## config.mk

```make
export PLATFORM = sky130hd
export DESIGN_NAME = uart_transceiver
export DESIGN_NICKNAME = d
export VERILOG_FILES = /design/src/rtl/uart_pkg.sv /design/src/rtl/uart_baud_gen.sv /design/src/rtl/uart_transceiver.sv
export SDC_FILE = /design/constraint.sdc
export NUM_CORES = 1
export LEC_CHECK = 0
export CORE_UTILIZATION = 58
export CTS_CLUSTER_DIAMETER = 150
export CTS_CLUSTER_SIZE = 12
export DETAILED_ROUTE_END_ITERATION = 16
export PLACE_DENSITY_LB_ADDON = 0.15
export SETUP_SLACK_MARGIN = 0.2
export SYNTH_ARGS = -nofsm -noshare
export SYNTH_HDL_FRONTEND = slang
export SYNTH_SLANG_ARGS = --single-unit
```

## constraint.sdc

```tcl
create_clock -name clk -period 3.32 [get_ports clk]
set_input_delay 0.664 -clock clk [delete_from_list [all_inputs] [get_ports clk]]
set_output_delay 0.664 -clock clk [all_outputs]
set_load 0.01 [all_outputs]
```

## src/rtl/uart_pkg.sv

```systemverilog
// rtl/uart_pkg.sv - shared state encoding, parity modes and baud divisor helper
// Shared definitions for the UART transceiver and its baud generator.
package uart_pkg;

  typedef enum logic [2:0] {
    IDLE,
    START,
    DATA,
    PARITY,
    STOP
  } uart_state_t;

  localparam int PAR_NONE = 0;
  localparam int PAR_EVEN = 1;
  localparam int PAR_ODD  = 2;

  // Clocks per 16x oversampling tick, rounded to nearest.
  function automatic int calc_div(input int clk_rate, input int br);
    return (clk_rate + br * 8) / (br * 16);
  endfunction

endpackage

```

## src/rtl/uart_baud_gen.sv

```systemverilog
// rtl/uart_baud_gen.sv - 16x oversampling tick generator
// Emits a one-cycle tick every DIV clocks; sync_clr realigns the phase so
// a tick lands exactly DIV clocks after the clear.
module uart_baud_gen #(
  parameter int CLK_RATE = 50_000_000,
  parameter int BR       = 9600
) (
  input  logic clk,
  input  logic reset,
  input  logic sync_clr,
  output logic tick
);
  import uart_pkg::*;

  localparam int DIV = calc_div(CLK_RATE, BR);
  localparam int CW  = (DIV > 1) ? $clog2(DIV) : 1;

  logic [CW-1:0] cnt;

  // Free-running modulo-DIV counter, optionally realigned by sync_clr.
  always_ff @(posedge clk or negedge reset) begin
    if (!reset) begin
      cnt <= '0;
    end else if (sync_clr || cnt == CW'(DIV - 1)) begin
      cnt <= '0;
    end else begin
      cnt <= cnt + 1'b1;
    end
  end

  assign tick = (cnt == CW'(DIV - 1));

endmodule

```

## src/rtl/uart_transceiver.sv

```systemverilog
// rtl/uart_transceiver.sv - parametrised full-duplex UART with loopback
// TX and RX state machines with valid/ready byte interfaces, parity,
// framing and overrun reporting, and an internal loopback path.
module uart_transceiver #(
  parameter int BR        = 9600,
  parameter int CLK_RATE  = 50_000_000,
  parameter int DATA_BITS = 8,
  parameter int PARITY    = 0,
  parameter int STOP_BITS = 1
) (
  input  logic                 clk,
  input  logic                 reset,
  input  logic [DATA_BITS-1:0] tx_data,
  input  logic                 tx_valid,
  output logic                 tx_ready,
  output logic                 tx_active,
  output logic                 serial_out,
  input  logic                 serial_in,
  input  logic                 loopback,
  output logic [DATA_BITS-1:0] rx_data,
  output logic                 rx_valid,
  input  logic                 rx_ready,
  output logic                 parity_error,
  output logic                 frame_error,
  output logic                 overrun
);
  import uart_pkg::*;

  localparam int   DIV     = calc_div(CLK_RATE, BR);
  localparam int   BCW     = $clog2(DATA_BITS + 1);
  localparam logic ODD     = (PARITY == PAR_ODD);
  localparam bit   HAS_PAR = (PARITY != PAR_NONE);

  if (DIV < 1) begin : g_bad_div
    $error("uart_transceiver: baud divisor below 1");
  end
  if (DATA_BITS < 5 || DATA_BITS > 9) begin : g_bad_width
    $error("uart_transceiver: DATA_BITS must be 5..9");
  end
  if (PARITY < 0 || PARITY > 2) begin : g_bad_parity
    $error("uart_transceiver: PARITY must be 0, 1 or 2");
  end
  if (STOP_BITS != 1 && STOP_BITS != 2) begin : g_bad_stop
    $error("uart_transceiver: STOP_BITS must be 1 or 2");
  end

  // TX uses its own realigned tick so each bit is exactly 16*DIV clocks;
  // RX oversamples from a free-running tick.
  logic tick_tx;
  logic tick_rx;
  logic tx_start;

  assign tx_start = tx_valid & tx_ready;

  uart_baud_gen #(.CLK_RATE(CLK_RATE), .BR(BR)) u_baud_tx (
    .clk      (clk),
    .reset    (reset),
    .sync_clr (tx_start),
    .tick     (tick_tx)
  );

  uart_baud_gen #(.CLK_RATE(CLK_RATE), .BR(BR)) u_baud_rx (
    .clk      (clk),
    .reset    (reset),
    .sync_clr (1'b0),
    .tick     (tick_rx)
  );

  uart_state_t          tx_state;
  logic [3:0]           tx_phase;
  logic [BCW-1:0]       tx_bitcnt;
  logic [DATA_BITS-1:0] tx_shift;
  logic                 tx_par_bit;
  logic                 serial_out_int;

  // TX FSM: start, LSB-first data, optional parity, stop bits.
  always_ff @(posedge clk or negedge reset) begin
    if (!reset) begin
      tx_state       <= IDLE;
      tx_phase       <= '0;
      tx_bitcnt      <= '0;
      tx_shift       <= '0;
      tx_par_bit     <= 1'b0;
      serial_out_int <= 1'b1;
      tx_ready       <= 1'b1;
      tx_active      <= 1'b0;
    end else begin
      case (tx_state)
        IDLE: begin
          if (tx_start) begin
            tx_shift       <= tx_data;
            tx_par_bit     <= ^tx_data ^ ODD;
            tx_phase       <= '0;
            tx_bitcnt      <= '0;
            serial_out_int <= 1'b0;
            tx_ready       <= 1'b0;
            tx_active      <= 1'b1;
            tx_state       <= START;
          end
        end
        default: begin
          if (tick_tx) begin
            tx_phase <= tx_phase + 4'd1;
            if (tx_phase == 4'd15) begin
              case (tx_state)
                START: begin
                  serial_out_int <= tx_shift[0];
                  tx_shift       <= tx_shift >> 1;
                  tx_bitcnt      <= '0;
                  tx_state       <= DATA;
                end
                DATA: begin
                  if (tx_bitcnt == BCW'(DATA_BITS - 1)) begin
                    tx_bitcnt <= '0;
                    if (HAS_PAR) begin
                      serial_out_int <= tx_par_bit;
                      tx_state       <= uart_pkg::PARITY;
                    end else begin
                      serial_out_int <= 1'b1;
                      tx_state       <= STOP;
                    end
                  end else begin
                    serial_out_int <= tx_shift[0];
                    tx_shift       <= tx_shift >> 1;
                    tx_bitcnt      <= tx_bitcnt + 1'b1;
                  end
                end
                uart_pkg::PARITY: begin
                  serial_out_int <= 1'b1;
                  tx_bitcnt      <= '0;
                  tx_state       <= STOP;
                end
                STOP: begin
                  if (tx_bitcnt == BCW'(STOP_BITS - 1)) begin
                    tx_ready  <= 1'b1;
                    tx_active <= 1'b0;
                    tx_state  <= IDLE;
                  end else begin
                    tx_bitcnt <= tx_bitcnt + 1'b1;
                  end
                end
                default: tx_state <= IDLE;
              endcase
            end
          end
        end
      endcase
    end
  end

  assign serial_out = loopback ? 1'b1 : serial_out_int;

  logic rx_line;
  logic rx_sync1;
  logic rx_sync2;
  logic rx_prev;
  logic rx_fall;

  assign rx_line = loopback ? serial_out_int : serial_in;
  assign rx_fall = rx_prev & ~rx_sync2;

  // Two-flop synchroniser plus one history flop for falling-edge detection.
  always_ff @(posedge clk or negedge reset) begin
    if (!reset) begin
      rx_sync1 <= 1'b1;
      rx_sync2 <= 1'b1;
      rx_prev  <= 1'b1;
    end else begin
      rx_sync1 <= rx_line;
      rx_sync2 <= rx_sync1;
      rx_prev  <= rx_sync2;
    end
  end

  uart_state_t          rx_state;
  logic [3:0]           rx_phase;
  logic [BCW-1:0]       rx_bitcnt;
  logic [DATA_BITS-1:0] rx_shift;
  logic                 rx_par_bit;

  // RX FSM with output handshake; a completed frame load overrides a consume.
  always_ff @(posedge clk or negedge reset) begin
    if (!reset) begin
      rx_state     <= IDLE;
      rx_phase     <= '0;
      rx_bitcnt    <= '0;
      rx_shift     <= '0;
      rx_par_bit   <= 1'b0;
      rx_data      <= '0;
      rx_valid     <= 1'b0;
      parity_error <= 1'b0;
      frame_error  <= 1'b0;
      overrun      <= 1'b0;
    end else begin
      overrun <= 1'b0;
      if (rx_valid && rx_ready) begin
        rx_valid     <= 1'b0;
        parity_error <= 1'b0;
        frame_error  <= 1'b0;
      end
      case (rx_state)
        IDLE: begin
          if (rx_fall) begin
            rx_phase <= '0;
            rx_state <= START;
          end
        end
        default: begin
          if (tick_rx) begin
            rx_phase <= rx_phase + 4'd1;
            case (rx_state)
              START: begin
                if (rx_phase == 4'd7) begin
                  rx_phase  <= '0;
                  rx_bitcnt <= '0;
                  rx_state  <= rx_sync2 ? IDLE : DATA;
                end
              end
              DATA: begin
                if (rx_phase == 4'd15) begin
                  rx_shift <= {rx_sync2, rx_shift[DATA_BITS-1:1]};
                  if (rx_bitcnt == BCW'(DATA_BITS - 1)) begin
                    rx_state <= HAS_PAR ? uart_pkg::PARITY : STOP;
                  end else begin
                    rx_bitcnt <= rx_bitcnt + 1'b1;
                  end
                end
              end
              uart_pkg::PARITY: begin
                if (rx_phase == 4'd15) begin
                  rx_par_bit <= rx_sync2;
                  rx_state   <= STOP;
                end
              end
              STOP: begin
                if (rx_phase == 4'd15) begin
                  rx_data      <= rx_shift;
                  parity_error <= HAS_PAR && ((^rx_shift ^ ODD) != rx_par_bit);
                  frame_error  <= ~rx_sync2;
                  rx_valid     <= 1'b1;
                  overrun      <= rx_valid & ~rx_ready;
                  rx_state     <= IDLE;
                end
              end
              default: rx_state <= IDLE;
            endcase
          end
        end
      endcase
    end
  end

endmodule

```

==> key figures <==
Status
  – Status: finished, final reports clean

Power and ir drop
  – Power per Cell Area: approximately 420 mW/mm²
  – VDD IR max: around 0.25 mV
  – Leakage: approximately 1.8 nW
  – Total power: 1.69 mW

Clock tree
  – Worst-Skew Late Latency: between 0.3 and 0.4 ns
  – Resize count post-CTS: 0
  – Clock sinks: between 70 and 80
  – Clk buf depth: 2
  – CTS root buf: clkbuf_8
  – CTS Hold Bufs: 0
  – H-tree levels: 3
  – Setup bufs post-CTS: 0
  – Reg clk slew, reported paths: 0.08 ns
  – Total CTS buffers: 9
  – CTS tree: built

Setup path
  – CP endpoint kind: register
  – Req. time, crit path: roughly 3.6 ns
  – CP arrival: about 2.8 ns
  – Cell Chain, Critical Path: or4b_1, or2_4, a22o_4, or3_1, mux2_4
  – Crit Path Max Fanout: 8
  – Startpoint Class: register
  – CP max stage cell: or3_1
  – WS Path Type: register to register
  – Max incr delay on CP: ~0.56 ns

Yosys
  – Yosys cell types: 51
  – Post-synth top cells: dfrtp_1, nand2_1, nor2_1, o21ai_0, nand3_1
  – Number of flops mapped to enable cells by yosys: 0
  – Predominant post-synthesis flop cell: dfrtp_1
  – Dominant cell by count in the synthesized netlist: dfrtp_1
  – Mapped cell area: between 0.003 and 0.004 mm²
  – Synth area leaders: dfrtp_1, mux2_2, nand2_1
  – Yosys top cell area share: 0.492
  – Yosys Warn Count: 0
  – Sequential area share after synthesis: 0.529
  – Post-Syn Instances: about 330
  – Register bit total from synthesis: 74
  – Largest area contributor in the netlist: dfrtp_1
  – Async set-reset flop share out of synthesis: 1.00
  – Post-synthesis average cell area: approximately 11 µm²
  – Syn_nets: roughly 360

Timing
  – Worst-margin pin slew: 0.898 ns
  – Unrepaired setup endpoints after global routing: false
  – Hold Vio Cnt, Final: 0
  – Fmax: a little under 400 MHz
  – Tmin final: between 2 and 3 ns
  – Max-slew violation count: 0
  – Final setup fails: 0
  – Final worst path period share: 0.763
  – Setup TNS: 0 ns
  – Final Hold Slack: 0.358 ns
  – Clock Skew: about 0.01 ns
  – Relative slew slack: 0.401

Drt
  – Drt wl/cell: about 14 µm
  – WL final: about 6300 µm
  – Drt pass-1 iters: 4
  – Post-DRT Antenna Nets: 0
  – Detailed Route Iter0 Violations: between 150 and 200
  – Drt drc: 0
  – Vias: roughly 2500
  – Vias per inst: roughly 5.7

Global route
  – Total global-route track usage: 0.227
  – Gr ovfl total: 0
  – Largest net degree at the start of global routing: between 70 and 80
  – Initial antenna violation count: 0
  – Vias in the first global route: approximately 2500
  – Global-route wire length before repair: 10900 µm

Final layout
  – Design Area, Final: 0.00404 mm²
  – Fillcell total: approximately 440
  – Antenna Cells: 0
  – Nets: about 390
  – Share of cells above drive strength 1: 0.144
  – P&R area growth vs syn: 15.0%

Placed design
  – Placer Congestion: roughly 0.81
  – Dpl cell area: about 0.0038 mm²
  – Port-buffer cells: 28
  – HPWL after DPL: 4190 µm

Die
  – Top Ports: 29
  – Core Footprint: 0.00568 mm²
  – Rows: 27
  – Die height: about 80 µm
  – DIE AREA: around 0.0064 mm²
  – Die Span X: 79.8 µm
  – Initial Util: 0.619

Flow run
  – Max Cap Viol: 0

Hold path
  – Hold Path Class: register to register
[where the power goes]
group	leakage [nW]	internal, mW	switching (mW)
sequential	0.920	0.907	0.00935
combinational	0.785	0.0287	0.0392
clock	0.0998	0.352	0.353
[layout make-up]
type                       count  area (µm²)  area share
clock inverter                 7        77.6      0.0192
timing repair buffer          30         293      0.0725
tap                           72        90.1      0.0223
inverter                       7        26.3     0.00651
sequential                    74        1860       0.460
clock buffer                   9         124      0.0307
multi-input combinational    241        1570       0.389
[cells in the final DEF, fill, tap and decap left out, drive strengths merged, types with 3 or more instances in the layout]
cell type | netlist | layout
o21a | 3 | 3
o21ai | 25 | 25
or2 | 3 | 3
xor2 | 9 | 9
nand2b | 5 | 5
inv | 7 | 8
a21oi | 5 | 5
ha | 9 | 9
nor2 | 24 | 24
a22o | 3 | 3
nand4 | 9 | 9
and3 | 8 | 8
dfrtp | 69 | 69
clkinv | 0 | 4
or3 | 5 | 5
xnor2 | 4 | 4
mux2 | 24 | 24
nor3b | 3 | 3
buf | 3 | 3
nand3 | 22 | 22
nor3 | 8 | 8
clkdlybuf4s50 | 0 | 27
nand2 | 47 | 47
clkbuf | 8 | 9
dfstp | 5 | 5
[worst paths after layout]
check,start,to,slack (ns),depth (start not counted)
worst min register to register,rx_sync1,rx_sync2,0.36,0
min in group asynchronous,reset,rx_phase[0],0.43,1
worst max register to register,u_baud_tx.cnt[3],tx_shift[6],0.79,5
max in group asynchronous,reset,rx_state[0],2.29,1
worst max-delay path,u_baud_tx.cnt[3],tx_shift[6],0.79,5
worst min-delay path,rx_sync1,rx_sync2,0.36,0
[per-stage QoR]
stage | util | setup WS, ns | std cells
floorplan | - | 0.972 | 333
global placement | 0.676 | 0.599 | 424
detailed placement | 0.676 | 0.542 | 424
CTS | 0.711 | 0.785 | 440
global route | 0.711 | 0.647 | 440
finish | 0.711 | 0.786 | 440
[critical path, delay by kind of cell, from the launching register on]
| kind | cells | cell delay, ns |
|---|---|---|
| simple gates | 3 | 1.37 |
| flops | 1 | 0.41 |
| mux | 1 | 0.37 |
| compound gates | 1 | 0.28 |
[per-layer routing]
| metal | wire [µm] | GRT usage |
|---|---|---|
| met3 | 210 | 0.0526 |
| met4 | 60 | 0.111 |
| met1 | 2930 | 0.287 |
| met5 | 0 | 0 |
| met2 | 3100 | 0.368 |
[cells by family after synthesis]
family                     Yosys count  share of synthesized area
and+or+nand+nor                    146                      0.208
adders and majority gates            9                     0.0321
muxes                               25                     0.0873
xor gates and xnor gates            13                     0.0324
buffers and inverters               18                     0.0239
AOI/OAI and AO/OA                   48                     0.0866
DFF                                 74                      0.529
[sequential cells by signal, indices dropped and copies added (netlist names), 3 cells and up]
signal	flops
rx_bitcnt	4
rx_data	8
rx_phase	4
rx_shift	8
rx_state	3
tx_bitcnt	4
tx_phase	4
tx_shift	8
tx_state	3
u_baud_rx.cnt	9
u_baud_tx.cnt	9
Note: power is estimated with default switching activity, not from simulation.
